$ cat src/rtl/gate_controller_param_if.sv
// Signal bundle between the keypad/sensor front end and the gate controller.
// The master drives the sensor and PIN inputs; the slave is the controller itself.
interface gate_controller_param_if #(
  parameter int unsigned PIN_W = 8,
  parameter int unsigned CNT_W = 2
);
  logic             Vehiculo;
  logic             Termino;
  logic [PIN_W-1:0] Pin;
  logic             Pin_valid;
  logic             Pin_load;
  logic             Cerrado;
  logic             Abierto;
  logic             Alarma;
  logic             Bloqueo;
  logic [CNT_W-1:0] Intentos;
  logic [1:0]       Estado;

  modport master (
    output Vehiculo, Termino, Pin, Pin_valid, Pin_load,
    input  Cerrado, Abierto, Alarma, Bloqueo, Intentos, Estado
  );

  modport slave (
    input  Vehiculo, Termino, Pin, Pin_valid, Pin_load,
    output Cerrado, Abierto, Alarma, Bloqueo, Intentos, Estado
  );
endinterface

$ cat src/rtl/gate_controller_param.sv
// Parking gate controller: strobed PIN entry, failed-attempt lockout,
// tailgate blocking and an open-gate overtime alarm.
module gate_controller_param #(
  parameter int unsigned          PIN_W        = 8,
  parameter logic [PIN_W-1:0]     PIN_DEFAULT  = 8'h08,
  parameter int unsigned          MAX_FAILS    = 3,
  parameter int unsigned          CNT_W        = 2,
  parameter int unsigned          OPEN_TIMEOUT = 16,
  parameter int unsigned          TMR_W        = 5
) (
  input  logic                   Clk,
  input  logic                   Reset,
  gate_controller_param_if.slave bus
);

  typedef enum logic [1:0] {
    ST_CLOSED  = 2'd0,
    ST_OPEN    = 2'd1,
    ST_BLOCKED = 2'd2,
    ST_LOCKOUT = 2'd3
  } state_t;

  localparam logic [CNT_W-1:0] MAX_CNT = CNT_W'(MAX_FAILS);
  localparam logic [TMR_W-1:0] TMO     = TMR_W'(OPEN_TIMEOUT);

  state_t           state_q, state_d;
  logic [CNT_W-1:0] cnt_q, cnt_d;
  logic [TMR_W-1:0] tmr_q, tmr_d;
  logic [PIN_W-1:0] pin_q, pin_d;

  logic             match;
  logic             mismatch;
  logic             overtime;
  logic [CNT_W-1:0] cnt_inc;

  logic             cerrado;
  logic             abierto;
  logic             alarma;
  logic             bloqueo;
  logic [CNT_W-1:0] intentos;

  assign match    = bus.Pin_valid && (bus.Pin == pin_q);
  assign mismatch = bus.Pin_valid && (bus.Pin != pin_q);
  assign overtime = (tmr_q == TMO);
  assign cnt_inc  = cnt_q + CNT_W'(1);

  always_ff @(posedge Clk) begin
    if (Reset) begin
      state_q <= ST_CLOSED;
      cnt_q   <= '0;
      tmr_q   <= '0;
      pin_q   <= PIN_DEFAULT;
    end else begin
      state_q <= state_d;
      cnt_q   <= cnt_d;
      tmr_q   <= tmr_d;
      pin_q   <= pin_d;
    end
  end

  always_comb begin
    state_d = state_q;
    cnt_d   = cnt_q;
    tmr_d   = '0;
    pin_d   = pin_q;

    unique case (state_q)
      ST_CLOSED: begin
        if (bus.Pin_valid) begin
          // Entries without a vehicle present are not attempts at all.
          if (bus.Vehiculo) begin
            if (match) begin
              state_d = ST_OPEN;
              cnt_d   = '0;
            end else begin
              cnt_d = cnt_inc;
              if (cnt_inc == MAX_CNT) begin
                state_d = ST_LOCKOUT;
              end
            end
          end
        end else if (bus.Pin_load && (cnt_q == '0)) begin
          pin_d = bus.Pin;
        end
      end

      ST_OPEN: begin
        cnt_d = '0;
        if (bus.Termino) begin
          state_d = bus.Vehiculo ? ST_BLOCKED : ST_CLOSED;
        end else if (!overtime) begin
          tmr_d = tmr_q + TMR_W'(1);
        end else begin
          tmr_d = tmr_q;
        end
      end

      ST_BLOCKED: begin
        if (match) begin
          state_d = ST_OPEN;
        end
      end

      ST_LOCKOUT: begin
        if (match) begin
          state_d = ST_CLOSED;
          cnt_d   = '0;
        end
      end

      default: begin
        state_d = ST_CLOSED;
        cnt_d   = '0;
      end
    endcase
  end

  always_comb begin
    cerrado  = 1'b0;
    abierto  = 1'b0;
    alarma   = 1'b0;
    bloqueo  = 1'b0;
    intentos = cnt_q;

    unique case (state_q)
      ST_CLOSED: begin
        cerrado = 1'b1;
      end
      ST_OPEN: begin
        abierto = 1'b1;
        alarma  = overtime;
      end
      ST_BLOCKED: begin
        bloqueo = 1'b1;
        alarma  = 1'b1;
      end
      ST_LOCKOUT: begin
        cerrado  = 1'b1;
        alarma   = 1'b1;
        intentos = MAX_CNT;
      end
      default: begin
        cerrado = 1'b1;
      end
    endcase
  end

  assign bus.Cerrado  = cerrado;
  assign bus.Abierto  = abierto;
  assign bus.Alarma   = alarma;
  assign bus.Bloqueo  = bloqueo;
  assign bus.Intentos = intentos;
  assign bus.Estado   = state_q;

endmodule

$ cat src/flat_wrapper.sv
// flat-port wrapper written by rule: the top's interface ports become plain ports
module gate_controller_param_flat 
#(
  parameter int unsigned          PIN_W        = 8,
  parameter logic [PIN_W-1:0]     PIN_DEFAULT  = 8'h08,
  parameter int unsigned          MAX_FAILS    = 3,
  parameter int unsigned          CNT_W        = 2,
  parameter int unsigned          OPEN_TIMEOUT = 16,
  parameter int unsigned          TMR_W        = 5
)
  (Clk, Reset, bus_Vehiculo, bus_Termino, bus_Pin, bus_Pin_valid, bus_Pin_load, bus_Cerrado, bus_Abierto, bus_Alarma, bus_Bloqueo, bus_Intentos, bus_Estado);
  gate_controller_param_if #(.PIN_W(PIN_W), .CNT_W(CNT_W)) bus_i ();
  input  logic Clk;
  input  logic Reset;
  input wire logic [$bits(bus_i.Vehiculo)-1:0] bus_Vehiculo;
  input wire logic [$bits(bus_i.Termino)-1:0] bus_Termino;
  input wire logic [$bits(bus_i.Pin)-1:0] bus_Pin;
  input wire logic [$bits(bus_i.Pin_valid)-1:0] bus_Pin_valid;
  input wire logic [$bits(bus_i.Pin_load)-1:0] bus_Pin_load;
  output wire logic [$bits(bus_i.Cerrado)-1:0] bus_Cerrado;
  output wire logic [$bits(bus_i.Abierto)-1:0] bus_Abierto;
  output wire logic [$bits(bus_i.Alarma)-1:0] bus_Alarma;
  output wire logic [$bits(bus_i.Bloqueo)-1:0] bus_Bloqueo;
  output wire logic [$bits(bus_i.Intentos)-1:0] bus_Intentos;
  output wire logic [$bits(bus_i.Estado)-1:0] bus_Estado;
  assign bus_i.Vehiculo = bus_Vehiculo;
  assign bus_i.Termino = bus_Termino;
  assign bus_i.Pin = bus_Pin;
  assign bus_i.Pin_valid = bus_Pin_valid;
  assign bus_i.Pin_load = bus_Pin_load;
  assign bus_Cerrado = bus_i.Cerrado;
  assign bus_Abierto = bus_i.Abierto;
  assign bus_Alarma = bus_i.Alarma;
  assign bus_Bloqueo = bus_i.Bloqueo;
  assign bus_Intentos = bus_i.Intentos;
  assign bus_Estado = bus_i.Estado;
  gate_controller_param #(.PIN_W(PIN_W), .PIN_DEFAULT(PIN_DEFAULT), .MAX_FAILS(MAX_FAILS), .CNT_W(CNT_W), .OPEN_TIMEOUT(OPEN_TIMEOUT), .TMR_W(TMR_W)) u_core (.Clk(Clk), .Reset(Reset), .bus(bus_i));
endmodule
$ cat config.mk
export PLATFORM = sky130hd
export DESIGN_NAME = gate_controller_param_flat
export DESIGN_NICKNAME = d
export VERILOG_FILES = /design/src/rtl/gate_controller_param_if.sv /design/src/rtl/gate_controller_param.sv /design/src/flat_wrapper.sv
export SDC_FILE = /design/constraint.sdc
export NUM_CORES = 1
export LEC_CHECK = 0
export BUFFER_PORTS_ARGS = -buffer_cell sky130_fd_sc_hd__buf_2
export CORE_ASPECT_RATIO = 0.8
export CORE_MARGIN = 3
export CORE_UTILIZATION = 45
export CTS_CLUSTER_SIZE = 20
export DETAILED_ROUTE_END_ITERATION = 7
export GPL_ROUTABILITY_DRIVEN = 0
export HOLD_SLACK_MARGIN = 0.08
export PLACE_DENSITY = 0.67
export RECOVER_POWER = 50
export REMOVE_ABC_BUFFERS = 1
export SYNTH_ARGS = -nofsm -noshare
export SYNTH_HDL_FRONTEND = slang
export SYNTH_SLANG_ARGS = --single-unit
$ cat constraint.sdc
create_clock -name Clk -period 3 [get_ports Clk]
set_input_delay 0.6 -clock Clk [delete_from_list [all_inputs] [get_ports Clk]]
set_output_delay 0.6 -clock Clk [all_outputs]
set_load 0.02 [all_outputs]
==> impl_metrics.ini <==
[clocking]
cts_root_buf = clkbuf_4
ctsHoldBuffers = 0
htree_levels = 1
clock_sinks = 17
post_cts_resized = 0
path_clk_slew_ps = 110
cts_buffer_depth = 2
clk_latency_ps = 300
cts_inserted_buffers = 3
cts_tree = yes
post_cts_buffers = 0

[synth]
syn_inst = 117
synth_ff_type = dfxtp_1
async_flop_share_pct = 0
syn_area_um2 = 973
synth_area_leaders = dfxtp_1 35%, ha_1 12%, xor2_1 8.1%
yosysWarnings = 0
synth_cell_type_count = 31
syn_avg_cell_area_um2 = 8.32
ys_ff_latch = 17
seq_area_frac_synth_pct = 35.0
synth_top_area_cell = dfxtp_1
yosysTopAreaCellShare_pct = 35.0
synth_edf_count = 0

[min_path]
whs_path_depth = 2
hold_path.class = flip-flop to flip-flop
hold_path_end = u_core.pin_q[6]
min-delay-start = u_core.pin_q[6]

[die]
die_y_um = 47.6
die_w_um = 58
fp-row-count = 14
core_um2 = 1960
io_pins = 22
start_util_pct = 49.6
die-area_um2 = 2760

[global_routing]
grt_max_degree = 14
grt_use_met2_pct = 24.1
grt_pass1_wl_mm = 3.35
grtUsageMet1_pct = 22.1
grt_usage_pct = 16.1
busiest_layer = met2
met3_usage_pct = 5.93
grt_pass1_vias = 755
overflow = 0
antenna_found_initial = 0

[place]
dp_hpwl_mm = 1.58
dp_slack_ps = 843
port_buffers = 21

[sta]
finalCritPeriodShare_pct = 73.1
setup_viol = 0
fin_ws_ps = 806
drv_slew = 0
fin_crit_ps = 2190
fin_tns_setup_ps = 0
fin_worst_skew_ps = 6.05
rsz0062_at_grt = no
hold_slack_ps = 479
hold_viol = 0
fmax_ghz = 0.456
slew_headroom_pct = 76.5
worstMarginPinSlew_ps = 351

[layout]
regArea_um2 = 340
nNetsFinal = 164
n_antenna_cell = 0
syn_to_final_growth_pct = 15.8
fillers = 198
multi_input_area_um2 = 592
final_cell_mix = 20 x nand2_1, 20 x buf_2, 17 x dfxtp_1
drive_gt1_share_pct = 20.0

[routing]
via_count = 837
ant_nets = 0
routedWlPerCell_um = 12.1
drt_iter0_drc = 18
drt-pass1-iter-count = 4
routed_via_density = 5.10
postRouteWirelength_mm = 1.99
drc = 0

[setup_path]
worst_ep_required_time_ps = 2400
path_class = flip-flop to output pin
rr_worst_depth = 7
r2r-end = u_core.cnt_q[1]
reg2reg_from = u_core.bus.Estado[0]
crit_arrival_ps = 1590
crit_fanout = 4
crit_path_end_kind = output pin
cp-start-kind = flip-flop
rrSetupSlack_ps = 1090

[job]
drv_cap = 0

[power_and_ir_drop]
vdd_drop_max_uv = 340
p_per_area_nw_per_um2 = 435
power.leakage_nw = 0.484
power_mw = 0.491

[outcome]
status = finished, final reports clean
-- per-layer routing --
metal	vias to the layer above	wire length, um
met5	-	0
li1	440	-
met1	372	1020
met3	2	130
met2	23	819
met4	0	16
-- sequential cells by signal, summed over array words and instances (netlist names) --
| register | flops |
|---|---|
| u_core.cnt_q | 2 |
| u_core.tmr_q | 5 |
| u_core.pin_q | 8 |
| u_core.bus.Estado | 2 |
-- stage by stage --
stage          std cells  cell area (um2)  util, %
3_3_place_gp         160             1100     56.1
6_report             164             1130     57.5
5_1_grt              164             1130     57.5
3_5_place_dp         160             1100     56.1
2_1_floorplan        115              966        -
4_1_cts              164             1130     57.5
-- where the power goes --
part | leakage (nW) | switching [mW] | total (mW) | internal [mW]
Clock | 0.0177 | 0.0765 | 0.126 | 0.0497
Sequential | 0.138 | 0.0110 | 0.250 | 0.239
Combinational | 0.328 | 0.0675 | 0.114 | 0.0470
Total | 0.484 | 0.155 | 0.491 | 0.336
-- cell usage after synthesis (2+ instances only) --
library cell,n
a21oi_1,11
clkbuf_1,2
dfxtp_1,17
ha_1,9
inv_1,9
nand2_1,20
nand3_1,3
nor2_1,6
nor3_1,2
nor4_1,2
o21ai_0,4
or2_1,2
or2_2,2
xnor2_1,3
xor2_1,9
-- worst max-delay path: stages, from the launching register on --
cell and delay, ps:
dfxtp_1 340, inv_1 90, ha_1 160, and4bb_1 300, nand2_1 80, a21oi_1 150, buf_2 180
-- how the worst max path moves through the flow --
| stage | start | to | slack, ps | cells after the start |
|---|---|---|---|---|
| 5_1_grt | u_core.tmr_q[0] | bus_Alarma | 660 | 6 |
| 6_report | u_core.tmr_q[0] | bus_Alarma | 810 | 6 |
| 2_1_floorplan | u_core.bus.Estado[1] | bus_Alarma | 1040 | 4 |
| 3_3_place_gp | bus_Pin[1] | u_core.bus.Estado[1] | 910 | 6 |
| 3_5_place_dp | bus_Pin[1] | u_core.bus.Estado[0] | 840 | 6 |
| 4_1_cts | u_core.tmr_q[0] | bus_Alarma | 790 | 6 |
-- area by class of cell --
cell class,instances,share of cell area (%)
multi-input combinational,89,52.5
sequential,17,30.2
timing repair buffer,21,9.21
inverter,9,3.00
tap,24,2.66
clock buffer,3,2.00
clock inverter,1,0.444
-- cells by family (layout without fill, tap and decap cells) --
logic type	count (synthesis)	in the layout	share of synthesized area (%)
AND/OR/NAND/NOR	47	47	25.1
AO/OA/AOI/OAI	20	20	12.3
flip-flops	17	17	35.0
XOR/XNOR	12	12	10.8
buffers and inverters	11	34	4.24
adder cells (fa/ha/maj)	9	9	11.6
multiplexers	1	1	1.03
Note: power is estimated with default switching activity, not from simulation.
